===== config.mk =====
export PLATFORM = sky130hd
export DESIGN_NAME = dmem_port_arbiter_flat
export DESIGN_NICKNAME = d
export VERILOG_FILES = /design/src/rtl/dmem_port_arbiter_if.sv /design/src/rtl/dmem_port_arbiter.sv /design/src/flat_wrapper.sv
export SDC_FILE = /design/constraint.sdc
export NUM_CORES = 1
export LEC_CHECK = 0
export CAP_MARGIN = 20
export CORE_MARGIN = 2
export CORE_UTILIZATION = 39
export CTS_BUF_LIST = sky130_fd_sc_hd__clkbuf_2 sky130_fd_sc_hd__clkbuf_4 sky130_fd_sc_hd__clkbuf_8
export DETAILED_ROUTE_END_ITERATION = 7
export MAX_ROUTING_LAYER = met4
export PLACE_DENSITY = 0.9
export SYNTH_ARGS = -nofsm -noshare
export SYNTH_HDL_FRONTEND = slang
export SYNTH_SLANG_ARGS = --single-unit

===== constraint.sdc =====
create_clock -name clk -period 2.3 [get_ports clk]
set_input_delay 0.46 -clock clk [delete_from_list [all_inputs] [get_ports clk]]
set_output_delay 0.46 -clock clk [all_outputs]
set_load 0.05 [all_outputs]

===== src/rtl/dmem_port_arbiter_if.sv =====
// Data-memory bus between the port arbiter and the single-port memory array.
interface dmem_port_arbiter_if #(
  parameter int unsigned NBITS = 32,
  parameter int unsigned TAM_M = 10
);
  logic             mem_en_o;
  logic [3:0]       mem_we_o;
  logic [TAM_M-1:0] mem_addr_o;
  logic [NBITS-1:0] mem_wdata_o;
  logic [NBITS-1:0] mem_rdata_i;

  // Arbiter side: issues accesses, receives read data.
  modport master (
    output mem_en_o,
    output mem_we_o,
    output mem_addr_o,
    output mem_wdata_o,
    input  mem_rdata_i
  );

  // Memory side: accepts accesses, returns read data one cycle later.
  modport slave (
    input  mem_en_o,
    input  mem_we_o,
    input  mem_addr_o,
    input  mem_wdata_o,
    output mem_rdata_i
  );
endinterface


===== src/rtl/dmem_port_arbiter.sv =====
// Shares the data memory between the MEM stage and the debug unit: byte-lane
// writes, right-aligned loads with a one-cycle stall, and req/ack debug reads.
module dmem_port_arbiter #(
  parameter int unsigned NBITS = 32,
  parameter int unsigned TAM_M = 10
) (
  input  logic                clk,
  input  logic                reset,
  input  logic                i_mips_clk_ctrl,
  input  logic                EX_MEM_MemRead,
  input  logic                EX_MEM_MemWrite,
  input  logic [NBITS-1:0]    EX_MEM_ALU,
  input  logic [NBITS-1:0]    EX_MEM_Registro2,
  input  logic [1:0]          EX_MEM_TamanoFiltro,
  output logic                pipe_stall_o,
  output logic [NBITS-1:0]    MEM_DatoMemoria_o,
  input  logic [NBITS-1:0]    i_mips_mem_debug,
  input  logic                dbg_req_i,
  output logic                dbg_ack_o,
  output logic [NBITS-1:0]    MEM_DatoMemoriaDebug_o,
  dmem_port_arbiter_if.master mem
);
  localparam int unsigned NLANES = 4;
  localparam int unsigned BYTE_W = 8;
  localparam int unsigned HALF_W = 16;

  typedef enum logic [1:0] {IDLE, PIPE_RD, DBG_RD, DBG_WAIT} state_t;

  state_t           state;
  state_t           state_nxt;
  logic             pv_c;
  logic             pipe_rd_c;
  logic             pipe_rd_issue_c;
  logic [3:0]       store_we_c;
  logic [NBITS-1:0] store_wdata_c;
  logic [NBITS-1:0] rd_lane_c;
  logic [1:0]       rd_size_q;
  logic [1:0]       rd_off_q;
  logic             unused_addr_bits;

  assign pv_c      = i_mips_clk_ctrl & (EX_MEM_MemRead | EX_MEM_MemWrite);
  assign pipe_rd_c = pv_c & EX_MEM_MemRead;

  // Address bits outside the word index are not decoded.
  assign unused_addr_bits = ^{EX_MEM_ALU[NBITS-1:TAM_M+2],
                              i_mips_mem_debug[NBITS-1:TAM_M+2],
                              i_mips_mem_debug[1:0]};

  // Store lane enables and lane-replicated data; misaligned low bits are ignored.
  always_comb begin
    store_we_c    = 4'b1111;
    store_wdata_c = EX_MEM_Registro2;
    case (EX_MEM_TamanoFiltro)
      2'b00: begin
        store_we_c    = 4'b0001 << EX_MEM_ALU[1:0];
        store_wdata_c = NBITS'({NLANES{EX_MEM_Registro2[BYTE_W-1:0]}});
      end
      2'b01: begin
        store_we_c    = EX_MEM_ALU[1] ? 4'b1100 : 4'b0011;
        store_wdata_c = NBITS'({2{EX_MEM_Registro2[HALF_W-1:0]}});
      end
      default: ;
    endcase
  end

  // Right-align and zero-extend the returned word for the latched load size.
  always_comb begin
    rd_lane_c = mem.mem_rdata_i;
    case (rd_size_q)
      2'b00:   rd_lane_c = NBITS'(BYTE_W'(mem.mem_rdata_i >> {rd_off_q, 3'b000}));
      2'b01:   rd_lane_c = NBITS'(HALF_W'(mem.mem_rdata_i >> {rd_off_q[1], 4'b0000}));
      default: ;
    endcase
  end

  // State register.
  always_ff @(posedge clk) begin
    if (reset) state <= IDLE;
    else       state <= state_nxt;
  end

  // Next state, memory port and stall; pipeline wins over debug in IDLE.
  always_comb begin
    state_nxt       = state;
    mem.mem_en_o    = 1'b0;
    mem.mem_we_o    = 4'b0000;
    mem.mem_addr_o  = EX_MEM_ALU[TAM_M+1:2];
    mem.mem_wdata_o = store_wdata_c;
    pipe_stall_o    = 1'b0;
    pipe_rd_issue_c = 1'b0;
    unique case (state)
      IDLE: begin
        if (pipe_rd_c) begin
          mem.mem_en_o    = 1'b1;
          pipe_stall_o    = 1'b1;
          pipe_rd_issue_c = 1'b1;
          state_nxt       = PIPE_RD;
        end else if (pv_c) begin
          mem.mem_en_o = 1'b1;
          mem.mem_we_o = store_we_c;
        end else if (dbg_req_i) begin
          mem.mem_en_o   = 1'b1;
          mem.mem_addr_o = i_mips_mem_debug[TAM_M+1:2];
          state_nxt      = DBG_RD;
        end
      end
      PIPE_RD: state_nxt = IDLE;
      DBG_RD: begin
        pipe_stall_o = pipe_rd_c;
        state_nxt    = DBG_WAIT;
      end
      DBG_WAIT: begin
        pipe_stall_o = pipe_rd_c;
        if (!dbg_req_i) state_nxt = IDLE;
      end
      default: state_nxt = IDLE;
    endcase
    if (reset) begin
      mem.mem_en_o = 1'b0;
      mem.mem_we_o = 4'b0000;
      pipe_stall_o = 1'b0;
    end
  end

  // Load/debug data capture, debug ack pulse and latched load format.
  always_ff @(posedge clk) begin
    if (reset) begin
      MEM_DatoMemoria_o      <= '0;
      MEM_DatoMemoriaDebug_o <= '0;
      dbg_ack_o              <= 1'b0;
      rd_size_q              <= 2'b00;
      rd_off_q               <= 2'b00;
    end else begin
      dbg_ack_o <= (state == DBG_RD);
      if (pipe_rd_issue_c) begin
        rd_size_q <= EX_MEM_TamanoFiltro;
        rd_off_q  <= EX_MEM_ALU[1:0];
      end
      if (state == PIPE_RD) MEM_DatoMemoria_o <= rd_lane_c;
      if (state == DBG_RD) MEM_DatoMemoriaDebug_o <= mem.mem_rdata_i;
    end
  end
endmodule

===== src/flat_wrapper.sv =====
// flat-port wrapper written by rule: the top's interface ports become plain ports
module dmem_port_arbiter_flat 
#(
  parameter int unsigned NBITS = 32,
  parameter int unsigned TAM_M = 10
)
  (clk, reset, i_mips_clk_ctrl, EX_MEM_MemRead, EX_MEM_MemWrite, EX_MEM_ALU, EX_MEM_Registro2, EX_MEM_TamanoFiltro, pipe_stall_o, MEM_DatoMemoria_o, i_mips_mem_debug, dbg_req_i, dbg_ack_o, MEM_DatoMemoriaDebug_o, mem_mem_en_o, mem_mem_we_o, mem_mem_addr_o, mem_mem_wdata_o, mem_mem_rdata_i);
  dmem_port_arbiter_if #(.NBITS(NBITS), .TAM_M(TAM_M)) mem_i ();
  input  logic clk;
  input  logic reset;
  input  logic i_mips_clk_ctrl;
  input  logic EX_MEM_MemRead;
  input  logic EX_MEM_MemWrite;
  input  logic [NBITS-1:0] EX_MEM_ALU;
  input  logic [NBITS-1:0] EX_MEM_Registro2;
  input  logic [1:0] EX_MEM_TamanoFiltro;
  output logic pipe_stall_o;
  output logic [NBITS-1:0] MEM_DatoMemoria_o;
  input  logic [NBITS-1:0] i_mips_mem_debug;
  input  logic dbg_req_i;
  output logic dbg_ack_o;
  output logic [NBITS-1:0] MEM_DatoMemoriaDebug_o;
  output wire logic [$bits(mem_i.mem_en_o)-1:0] mem_mem_en_o;
  output wire logic [$bits(mem_i.mem_we_o)-1:0] mem_mem_we_o;
  output wire logic [$bits(mem_i.mem_addr_o)-1:0] mem_mem_addr_o;
  output wire logic [$bits(mem_i.mem_wdata_o)-1:0] mem_mem_wdata_o;
  input wire logic [$bits(mem_i.mem_rdata_i)-1:0] mem_mem_rdata_i;
  assign mem_mem_en_o = mem_i.mem_en_o;
  assign mem_mem_we_o = mem_i.mem_we_o;
  assign mem_mem_addr_o = mem_i.mem_addr_o;
  assign mem_mem_wdata_o = mem_i.mem_wdata_o;
  assign mem_i.mem_rdata_i = mem_mem_rdata_i;
  dmem_port_arbiter #(.NBITS(NBITS), .TAM_M(TAM_M)) u_core (.clk(clk), .reset(reset), .i_mips_clk_ctrl(i_mips_clk_ctrl), .EX_MEM_MemRead(EX_MEM_MemRead), .EX_MEM_MemWrite(EX_MEM_MemWrite), .EX_MEM_ALU(EX_MEM_ALU), .EX_MEM_Registro2(EX_MEM_Registro2), .EX_MEM_TamanoFiltro(EX_MEM_TamanoFiltro), .pipe_stall_o(pipe_stall_o), .MEM_DatoMemoria_o(MEM_DatoMemoria_o), .i_mips_mem_debug(i_mips_mem_debug), .dbg_req_i(dbg_req_i), .dbg_ack_o(dbg_ack_o), .MEM_DatoMemoriaDebug_o(MEM_DatoMemoriaDebug_o), .mem(mem_i));
endmodule

==> out/results.ini <==
[status]
status = finished, final reports clean

[worst_setup_path]
reg2reg_from = u_core.state[0]
crit_family = buffers and inverters
crit_path_frequent_cell = buf_4
critPathMaxFanout = 4
path_cells = clkdlybuf4s50_1, buf_4, nand4b_1, a21oi_1, buf_4, buf_12
required_ns = 1.84
crit_start = EX_MEM_MemRead
cp-start-kind = input pin
arrival_ns = 1.81
slowest_stage = clkdlybuf4s50_1
crit_type = input pin to primary output
slowest_delay_ns = 0.43
timing.critical_path.buf_inv = 4
end_kind = primary output

[power]
powerDensity_nw_per_um2 = 602
p_leak_uw = 0.00233
power_uw = 3660
ir_drop_uv = 329

[detailed_routing]
dr.pass1.iters = 5
wl_per_cell_um = 18.6
wl_um = 13000
dr_wl_met3_um = 779
drc_errors = 0
vias_per_cell = 5.33
wl_met2_um = 7030
drt-initial-drc-count = 248
wl_met1_um = 4760
ant_nets = 0
top_layer = met4
num_vias = 3732

[place]
dp_cells = 681
hpwl_um = 10100
pre_cts_slack_ns = -0.183
place.gp.congestion = 0.873
port_buffers = 206

[die]
die_h_um = 98.5
initial_core_util = 0.402
die_w_um = 98.5
row_count = 34
core_um2 = 8680
ioPinCount = 249
dieArea_um2 = 9710

[clock_network]
numCtsBuffers = 9
cts.sinks = 71
cts_buffer_depth = 2
holdBufCountCts = 0
cts-root-buf = clkbuf_8
cts.clk_slew.worst_paths_ns = 0.07
tritoncts = yes
htree_levels = 3
clk_latency_ns = 0.35

[sta]
relSlewSlack = 0.464
setup_slack_ns = 0.0283
final_hold_viol_count = 0
tightest_slew_ns = 0.802
fmax_mhz = 440
final-max-slew-violation-count = 0
setup_viol = 0
layout_min_cycle_time_ns = 2.27
period_share = 0.988
rsz0062_at_grt = yes
finalClockSkew_ns = 0.0106

[logic_synthesis]
synthTopCellsByArea = dfxtp_1 (41%), mux2_2 (14%), nand2_1 (7.8%)
syn_avg_cell_area_um2 = 8.93
syn-instance-count = 390
netlist.area_leader.share = 0.408
syn_area_um2 = 3480
ys_warn_count = 0
yosys.cell_types.count = 35
synth_fp_nets = 526
synth_seq_cells = 71
ys_seq_area_frac = 0.408
yosysTopAreaCell = dfxtp_1

[grt]
grt_pass1_vias = 3902
grt_use_total = 0.272
grt_pass1_wl_um = 20100
grt_max_degree = 54
antenna_found_initial = 0
overflow = 0

[layout]
register_area_um2 = 1420
final_cell_mix = clkdlybuf4s50_1 (157), nand2_1 (72), dfxtp_1 (71)
fin_nets = 723
multiInputGateArea_um2 = 1820
diodes = 0
drive_gt1_frac = 0.242
area_growth_pct = 74.6
final_common_cell = clkdlybuf4s50_1
fill_cells = 639
stdcell_count = 700

[min_path]
hold_class = input pin to flip-flop
hold_start = reset

[job]
drv_cap = 0

## kinds of logic (layout without fill, tap and decap cells)
group,after synthesis,count (layout),synth area share
buffers and inverters,44,246,0.0732
AO/OA/AOI/OAI,91,91,0.174
flip-flops,71,71,0.408
multiplexers,54,54,0.170
AND/OR/NAND/NOR,130,130,0.175
## state kept, by name, summed over array words and instances, names as in the netlist
name / count
u_core.rd_size_q: 2
u_core.rd_off_q: 2
u_core.MEM_DatoMemoriaDebug_o: 32
u_core.MEM_DatoMemoria_o: 32
u_core.state: 2
u_core.dbg_ack_o: 1
## final cells by class
class / count / area share
clock buffers: 9 / 0.0204
inverters: 4 / 0.00247
clock inverters: 7 / 0.0119
multi-input cells: 275 / 0.299
repair buffers: 226 / 0.411
flip-flops and latches: 71 / 0.234
well taps: 108 / 0.0222
## worst register-to-register path: cells and delay by family (launching register included)
kind	cells	cell delay [ns]
flip-flops	1	0.45
AO/OA/AOI/OAI	1	0.26
AND/OR/NAND/NOR	2	1.07
## synthesized netlist by cell type (all sizes together)
master	count
inv	4
a21boi	1
dfxtp	71
a21oi	38
nand3b	8
nand4b	1
a221oi	8
and2b	1
nor3	9
buf	31
nor2	26
nand3	3
nand2b	3
a311oi	8
mux2	42
mux2i	12
o21ai	12
or2b	1
nor2b	2
and3	1
and4bb	1
nor3b	2
a22o	16
a22oi	8
nand2	72
clkbuf	9
## per-layer routing
metal,track usage,vias up
met5,-,-
met4,0.126,0
met3,0.0489,28
met2,0.489,174
met1,0.290,1755
li1,-,1775
## path summary, 6_finish.rpt
path / endpoint / slack, ns / depth (start not counted)
setup / recovery: mem_mem_we_o[1] / 0.03 / 6
hold / removal: u_core.state[1] / 0.43 / 2
setup reg to reg: u_core.MEM_DatoMemoria_o[27] / 0.48 / 3
hold reg to reg: u_core.MEM_DatoMemoriaDebug_o[7] / 0.46 / 2
## power by group
group | leakage [uW] | total (uW) | switching (uW) | internal [uW]
registers | 0.000578 | 1340 | 43.6 | 1290
clock network | 0.0000956 | 992 | 490 | 502
logic | 0.00166 | 1330 | 763 | 572
## stage by stage
step / area, um2 / utilization / hold WS, ns / setup TNS, ns
final: 6080 / 0.701 / 0.428 / 0
after detailed placement: 5830 / 0.672 / 0.450 / -1.74
after global routing: 6080 / 0.701 / 0.431 / -0.0963
after floorplan: 3480 / - / 0.474 / -0.634
after CTS: 6040 / 0.696 / 0.411 / 0
after global placement: 5830 / 0.672 / 0.440 / -1.10
## repair_timing
action,CTS,global route
setup endpoints to repair,10,15
hold endpoints to repair,0,0
buffers inserted,1,1
resized for setup,2,4
pin swaps,1,1
Note: power is estimated with default switching activity, not from simulation.
